**src/rtl/aes_cbc_block_packer.sv**
```systemverilog
`default_nettype none
// ============================================================================
//  Module      : aes_cbc_block_packer
//  Description : Feeds the AES-CBC encrypt stage. Drops the first cfg_skip
//                bytes of each message, packs the remaining bytes MSB-first
//                into BLOCK_BYTES-wide blocks and zero-pads the final
//                partial block. Each block is offered with its valid-byte
//                count and a last-of-message flag.
//  Ports       : clk, rst              - clock, synchronous active-high reset
//                start, cfg_skip       - begin message, bytes to discard
//                in_valid/in_ready     - byte stream handshake
//                in_data, in_last      - byte and end-of-message marker
//                out_valid/out_ready   - block handshake
//                out_data              - packed block, first byte at MSB
//                out_nbytes, out_last  - valid byte count, final block flag
//                busy                  - high whenever not idle
//  Revision    : 1.0 - initial release
// ============================================================================
module aes_cbc_block_packer #(
   parameter int BLOCK_BYTES = 16,
   parameter int SKIP_W      = 16,
   parameter int CNT_W       = $clog2(BLOCK_BYTES + 1)
) (
   input  logic                     clk,
   input  logic                     rst,
   input  logic                     start,
   input  logic [SKIP_W-1:0]        cfg_skip,
   input  logic                     in_valid,
   output logic                     in_ready,
   input  logic [7:0]               in_data,
   input  logic                     in_last,
   output logic                     out_valid,
   input  logic                     out_ready,
   output logic [8*BLOCK_BYTES-1:0] out_data,
   output logic [CNT_W-1:0]         out_nbytes,
   output logic                     out_last,
   output logic                     busy
);

   localparam int              DATA_W      = 8 * BLOCK_BYTES;
   localparam logic [CNT_W-1:0] C_LAST_SLOT = CNT_W'(BLOCK_BYTES - 1);

   typedef enum logic [1:0] {
      ST_IDLE = 2'd0,
      ST_SKIP = 2'd1,
      ST_FILL = 2'd2,
      ST_EMIT = 2'd3
   } state_t;

   state_t              state_q,      state_d;
   logic [SKIP_W-1:0]   skip_cnt_q,   skip_cnt_d;
   logic [CNT_W-1:0]    fill_cnt_q,   fill_cnt_d;
   logic [DATA_W-1:0]   data_q,       data_d;
   logic [CNT_W-1:0]    out_nbytes_q, out_nbytes_d;
   logic                out_last_q,   out_last_d;

   logic                in_xfer;
   logic                out_xfer;

   // Handshake-facing outputs depend only on state, never on inputs.
   assign in_ready   = (state_q == ST_SKIP) || (state_q == ST_FILL);
   assign out_valid  = (state_q == ST_EMIT);
   assign busy       = (state_q != ST_IDLE);
   assign out_data   = data_q;
   assign out_nbytes = out_nbytes_q;
   assign out_last   = out_last_q;

   assign in_xfer  = in_valid && in_ready;
   assign out_xfer = out_valid && out_ready;

   always_comb begin
      state_d      = state_q;
      skip_cnt_d   = skip_cnt_q;
      fill_cnt_d   = fill_cnt_q;
      data_d       = data_q;
      out_nbytes_d = out_nbytes_q;
      out_last_d   = out_last_q;

      case (state_q)
         ST_IDLE: begin
            if (start) begin
               skip_cnt_d = cfg_skip;
               fill_cnt_d = '0;
               data_d     = '0;
               state_d    = (cfg_skip == '0) ? ST_FILL : ST_SKIP;
            end
         end

         ST_SKIP: begin
            if (in_xfer) begin
               // Only reachable with a nonzero count, but guard so it can never wrap.
               if (skip_cnt_q != '0) begin
                  skip_cnt_d = skip_cnt_q - SKIP_W'(1);
               end
               // A message that ends inside the skip region yields no block.
               if (in_last) begin
                  state_d = ST_IDLE;
               end else if (skip_cnt_q == SKIP_W'(1)) begin
                  state_d = ST_FILL;
               end
            end
         end

         ST_FILL: begin
            if (in_xfer) begin
               // Slot 0 lands in the top byte of the block.
               for (int i = 0; i < BLOCK_BYTES; i++) begin
                  if (fill_cnt_q == CNT_W'(i)) begin
                     data_d[DATA_W-8-8*i +: 8] = in_data;
                  end
               end
               fill_cnt_d = fill_cnt_q + CNT_W'(1);
               if (in_last || (fill_cnt_q == C_LAST_SLOT)) begin
                  state_d      = ST_EMIT;
                  out_nbytes_d = fill_cnt_q + CNT_W'(1);
                  out_last_d   = in_last;
               end
            end
         end

         ST_EMIT: begin
            if (out_xfer) begin
               if (out_last_q) begin
                  state_d = ST_IDLE;
               end else begin
                  state_d    = ST_FILL;
                  fill_cnt_d = '0;
                  data_d     = '0;
               end
            end
         end

         default: begin
            state_d = ST_IDLE;
         end
      endcase
   end

   always_ff @(posedge clk) begin
      if (rst) begin
         state_q      <= ST_IDLE;
         skip_cnt_q   <= '0;
         fill_cnt_q   <= '0;
         data_q       <= '0;
         out_nbytes_q <= '0;
         out_last_q   <= 1'b0;
      end else begin
         state_q      <= state_d;
         skip_cnt_q   <= skip_cnt_d;
         fill_cnt_q   <= fill_cnt_d;
         data_q       <= data_d;
         out_nbytes_q <= out_nbytes_d;
         out_last_q   <= out_last_d;
      end
   end

endmodule
`default_nettype wire

```
**config.mk**
```make
export PLATFORM = sky130hd
export DESIGN_NAME = aes_cbc_block_packer
export DESIGN_NICKNAME = d
export VERILOG_FILES = /design/src/rtl/aes_cbc_block_packer.sv
export SDC_FILE = /design/constraint.sdc
export NUM_CORES = 1
export LEC_CHECK = 0
export ABC_AREA = 1
export ABC_CLOCK_PERIOD_IN_PS = 3600
export BUFFER_PORTS_ARGS = -buffer_cell sky130_fd_sc_hd__buf_2
export CORE_AREA = 5 5 158 84
export DETAILED_ROUTE_END_ITERATION = 7
export DIE_AREA = 0 0 163 89
export GPL_TIMING_DRIVEN = 1
export PLACE_DENSITY = 0.83
export SYNTH_ARGS = -nofsm -noshare
export SYNTH_HDL_FRONTEND = slang
export SYNTH_SLANG_ARGS = --single-unit
```
**constraint.sdc**
```tcl
create_clock -name clk -period 3.6 [get_ports clk]
set_clock_uncertainty 0.15 [all_clocks]
set_input_delay 0.36 -clock clk [delete_from_list [all_inputs] [get_ports clk]]
set_output_delay 0.36 -clock clk [all_outputs]
set_load 0.1 [all_outputs]
```
==> results of run 1 <==
[routing by layer]
layer	vias to the layer above	part of all wire	wire length, µm
met5	-	0	0
met4	0	0.014	255
li1	3083	-	-
met2	212	0.49	9050
met1	2949	0.43	7970
met3	27	0.072	1340
[worst min-delay path: cells and delay by family]
| kind | cells | cell delay (ns) |
|---|---|---|
| buffers and inverters | 2 | 0.18 |
| AO/OA/AOI/OAI | 1 | 0.06 |
[sequential cells by signal, indices dropped and copies added (netlist names)]
name and count:
out_data 128, out_nbytes 5, skip_cnt_q 16, out_last 1
fill_cnt_q 5, state_q 2
[path summary, 6_finish.rpt]
path                 startpoint            end  slack, ns  cells past startpoint
setup / recovery     state_q[0]  out_data[116]       1.06                     10
hold / removal          in_last       out_last       0.09                      3
setup reg to reg     state_q[0]  out_data[116]       1.06                     10
hold reg to reg   out_nbytes[1]  out_nbytes[1]       0.34                      2
[cell families after synthesis]
family,Yosys count,share of synthesized area
flip-flops,157,0.482
AND/OR/NAND/NOR,274,0.181
buffers and inverters,98,0.0735
AO/OA/AOI/OAI,294,0.235
XOR/XNOR,4,0.00538
adder cells (fa/ha/maj),12,0.0230
[area by class of cell]
type,instances,area share
timing repair buffer,170,0.109
multi-input combinational,584,0.366
clock buffer,18,0.0556
clock inverter,14,0.0214
tap,165,0.0261
sequential,157,0.398
inverter,51,0.0242
[layout by cell type (no fill, tap or decap), types with 2 or more instances in the layout]
master,instances
ha_1,12
dfxtp_1,157
clkinv_8,2
nand2_1,94
buf_2,166
inv_1,41
clkinvlp_4,2
nand3b_1,5
a22oi_1,2
inv_8,5
o21bai_1,3
clkbuf_16,17
nor2_4,13
a21oi_4,4
inv_2,9
a21oi_1,126
o21ai_1,27
nand3_1,17
inv_6,3
nor2_1,139
nor3_1,3
buf_4,4
xor2_1,4
o21ai_0,131
[metrics by stage]
step / setup WS [ns] / util / cells / area [µm²]
floorplan: 0.946 / - / 839 / 6520
global placement: 1.21 / 0.627 / 1127 / 7300
detailed placement: 1.09 / 0.627 / 1127 / 7300
CTS: 1.07 / 0.680 / 1159 / 7900
global route: 0.801 / 0.680 / 1159 / 7900
finish: 1.06 / 0.680 / 1159 / 7900
==> flow_summary.ini, run 1 <==
[logic_synthesis]
synth-main-ff-cell = dfxtp_1
yosys.area.top_type_share = 0.482
postSynthRegisterBits = 157
edff_count_synth = 0
synth.avg_cell_area_um2 = 7.77
synth.yosys.warnings = 0
synthTopCellsByCount = 157 x dfxtp_1, 139 x nor2_1, 131 x o21ai_0
synthesis.area_um2 = 6520
yosysMostFrequentCell = dfxtp_1
yosysTopAreaCell = dfxtp_1
post_synthesis_cells = 839
synthArstFlopShare = 0
yosys-top-cells-area = dfxtp_1 48%, o21ai_0 10%, a21oi_1 9.7%
synthDistinctLibCells = 26
seq_area_frac_synth = 0.482
postSynthNetCount = 881

[global_route]
global_route_wire_length_before_repair_um = 29700
grt_max_degree = 88
grtUsageMet3 = 0.0691
groute.usage.overall = 0.255
gr-total-overflow = 0
antenna_found_initial = 0
grt_util_met2 = 0.453
grtUsageMet1 = 0.308
vias_in_the_first_global_route = 6032
grt_busiest_layer = met2

[final_layout]
filler_cell_count = 980
final_layout_size_suffix_gt1_frac = 0.231
antenna_cells_inserted = 0
layout.area.seq_um2 = 3140
layout.nets = 1023
multi_input_area_um2 = 2890
area_growth_syn_to_layout_pct = 21.3

[clock_tree]
cts_repair_resize_count = 0
tritoncts = done
post_cts_setup_repair_buffer_count = 0
clock_insertion_delay_worst_skew_ns = 0.42
path_clk_slew_ns = 0.07
numCtsBuffers = 17
root_buffer = clkbuf_16
ctsLongestPathBuffers = 2
ctsHtreeMaxLevel = 4
total_of_hold_buffers_inserted_after_clock_tree_synthesis = 0
clock-sinks = 157

[sta]
finalSetupViolations = 0
post-route-period-util = 0.705
finalMaxSlewViolations = 0
hold_viol = 0
peak_clock_frequency_supported_by_timing_ghz = 0.394
tightest_slew_ns = 0.809
final_period_minus_worst_setup_slack_ns = 2.54
hold_ws_ns = 0.0884
grt_setup_unrepaired = no
final_layout_setup_total_negative_slack_ns = 0
max-slew-margin-rel = 0.460

[floorplan]
start_util = 0.560
boundaryPins = 167
die_w_um = 163
dieArea_um2 = 14500
core_rows = 28
core_um2 = 11600
floorplan.die.height_um = 89

[job]
max_cap_viol_count = 0

[route]
post-route-drc-count = 0
avgViaCountPerCell = 5.41
post_drt_wl_per_cell_um = 16.1
dr.pass1.iters = 6
detail-route-antenna-nets = 0
detailedRoute.firstIterationViolations = 436
vias = 6271
totalWireLength_um = 18600

[setup_path]
path_delay_family = buffers and inverters
maximum_fanout_count_along_the_critical_path = 20
cp-start-kind = flop
crit_path_end_kind = flop
worstPathBufferInverterCount = 2
cpMostUsedCell = nand2_1
path_cells = inv_1, ha_1, nand2_1, nand2_1, nand2_1, nor2_4, inv_2, nor2_4, o21ai_0, a21oi_1
worst_ep_required_time_ns = 3.73
setup.worst_path.class = reg2reg
timing.critical_path.arrival_ns = 2.67
critical-path-slowest-cell = inv_2
critPathMaxStageDelay_ns = 0.59

[place]
gpl.final_weighted_congestion = 0.906
dp_hpwl_um = 12600
port-buffer-count = 166

[run_status]
result_of_the_run = finished clean

[hold_path]
min_path_type = in2reg
Power of run 1 is not shown: default switching activity piles up to over one toggle a cycle in this logic, so the estimate is an artifact.
==> run 2: changes to the inputs <==
- ABC_CLOCK_PERIOD_IN_PS: 3600 -> 2200
- CORE_AREA: 5 5 158 84 -> 5 5 171 91
- DIE_AREA: 0 0 163 89 -> 0 0 176 96
- PLACE_DENSITY: 0.83 -> 0.74
- clock period: 3.6 -> 2.2 ns (I/O delays scaled with it)
==> run 2 against run 1 <==
  * Via count grew 0.26%
  * Hold slack lost 0.052 ns
  * Final area grew 7.4%
  * Critical path depth grew 1
  * Cell count grew 5.4%
  * Largest cell class unchanged
  * First-iteration DRC count grew 47%
==> flow_summary.ini, run 2 (synthesis gave the netlist of run 1 again) <==
[place]
gpl.final_weighted_congestion = 0.898
dp_hpwl_um = 14100
port-buffer-count = 166

[sta]
grt_setup_unrepaired = yes
post-route-period-util = 0.974
tightest_slew_ns = 0.524
final_layout_setup_total_negative_slack_ns = 0
final_period_minus_worst_setup_slack_ns = 2.14
peak_clock_frequency_supported_by_timing_ghz = 0.467
finalSetupViolations = 0
finalMaxSlewViolations = 0
hold_ws_ns = 0.0366
max-slew-margin-rel = 0.653
hold_viol = 0

[floorplan]
floorplan.die.height_um = 96
core_rows = 31
boundaryPins = 167
dieArea_um2 = 16900
core_um2 = 14000
start_util = 0.467
die_w_um = 176

[setup_path]
cpMostUsedCell = nor2_1
cp-start-kind = flop
worst_ep_required_time_ns = 2.34
critical-path-slowest-cell = dfxtp_1
critPathMaxStageDelay_ns = 0.41
path_cells = ha_1, inv_1, nor2_1, ha_1, inv_1, nand2_1, nor2_1, nor3_1, nand2_1, o21ai_0, nor2_1
setup.worst_path.class = reg2reg
maximum_fanout_count_along_the_critical_path = 5
timing.critical_path.arrival_ns = 2.28
crit_path_end_kind = flop

[global_route]
grt_max_degree = 65
groute.usage.overall = 0.230
global_route_wire_length_before_repair_um = 30600
gr-total-overflow = 0
vias_in_the_first_global_route = 5604
antenna_found_initial = 0

[route]
post-route-drc-count = 0
dr.pass1.iters = 5
avgViaCountPerCell = 5.14
detailedRoute.firstIterationViolations = 642
totalWireLength_um = 20000
vias = 6287
detail-route-antenna-nets = 0
post_drt_wl_per_cell_um = 16.4

[final_layout]
largest_register_ffs = 128
area_growth_syn_to_layout_pct = 30.3
layout.nets = 1071
mostFrequentLayoutCell = buf_2
antenna_cells_inserted = 0
most-common-layout-cells = 166 x buf_2, 155 x dfxtp_1, 137 x nor2_1
final_layout_size_suffix_gt1_frac = 0.272

[clock_tree]
path_clk_slew_ns = 0.06
clock-sinks = 157
ctsLongestPathBuffers = 2
numCtsBuffers = 17
root_buffer = clkbuf_16
tritoncts = done
ctsHtreeMaxLevel = 4
clock_insertion_delay_worst_skew_ns = 0.41

[run_status]
result_of_the_run = finished clean

[hold_path]
min_path_type = in2reg

[job]
max_cap_viol_count = 0
## run 2: cell types whose count changed in the layout (fill, tap and decap cells not counted), sizes merged
cell         previous run  this run
buf                   170       215
inv                    58        54
dlygate4sd3             0         3
clkinvlp                2         4
bufinv                  1         2
## run 2: per-layer routing
metal  global-route usage  vias to the layer above  wire length [µm]
met5                    0                        -                 0
met4               0.0480                        0                87
met3               0.0632                        8              1780
met2                0.304                      259              7600
met1                0.365                     2840             10500
li1                     -                     3180                 -
## run 2: area by class of cell
cell class / instances / area [µm²]
Clock buffer: 18 / 429
Clock inverter: 13 / 155
Fill cell: 1279 / 5470
Inverter: 51 / 196
Multi-Input combinational cell: 584 / 2920
Sequential cell: 157 / 3150
Tap cell: 181 / 226
Timing Repair Buffer: 218 / 1420
## run 2: final timing paths
kind	startpoint	end	slack [ns]	depth (start not counted)
hold / removal	cfg_skip[5]	skip_cnt_q[5]	0.04	5
setup reg to reg	fill_cnt_q[1]	state_q[1]	0.06	11
hold reg to reg	out_nbytes[1]	out_nbytes[1]	0.34	2
setup / recovery	fill_cnt_q[1]	state_q[1]	0.06	11
## run 2: timing repair
action | 4_1_cts | 5_1_grt
setup buffers | 0 | 27
endpoints found under the hold margin | 3 | 0
resized for setup | 0 | 4
endpoints found under the setup margin | 0 | 111
hold buffers | 3 | 0
## run 2: metrics by stage
| step | util | std cells | setup slack (ns) | cell area, µm² |
|---|---|---|---|---|
| global route | 0.608 | 1222 | -0.0217 | 8490 |
| CTS | 0.582 | 1195 | 0.0122 | 8130 |
| global placement | 0.538 | 1161 | 0.0435 | 7510 |
| finish | 0.608 | 1222 | 0.0564 | 8490 |
| floorplan | - | 839 | 0.0287 | 6540 |
| detailed placement | 0.538 | 1161 | 0.0357 | 7510 |
## run 2: critical path: cells and delay by family (launching register included)
kind / cells / cell delay [ns]
simple gates: 6 / 0.76
flops: 1 / 0.41
fa+ha+maj: 2 / 0.36
compound gates: 1 / 0.20
buf+inv: 2 / 0.13
Power of run 2 is left out for the same reason.
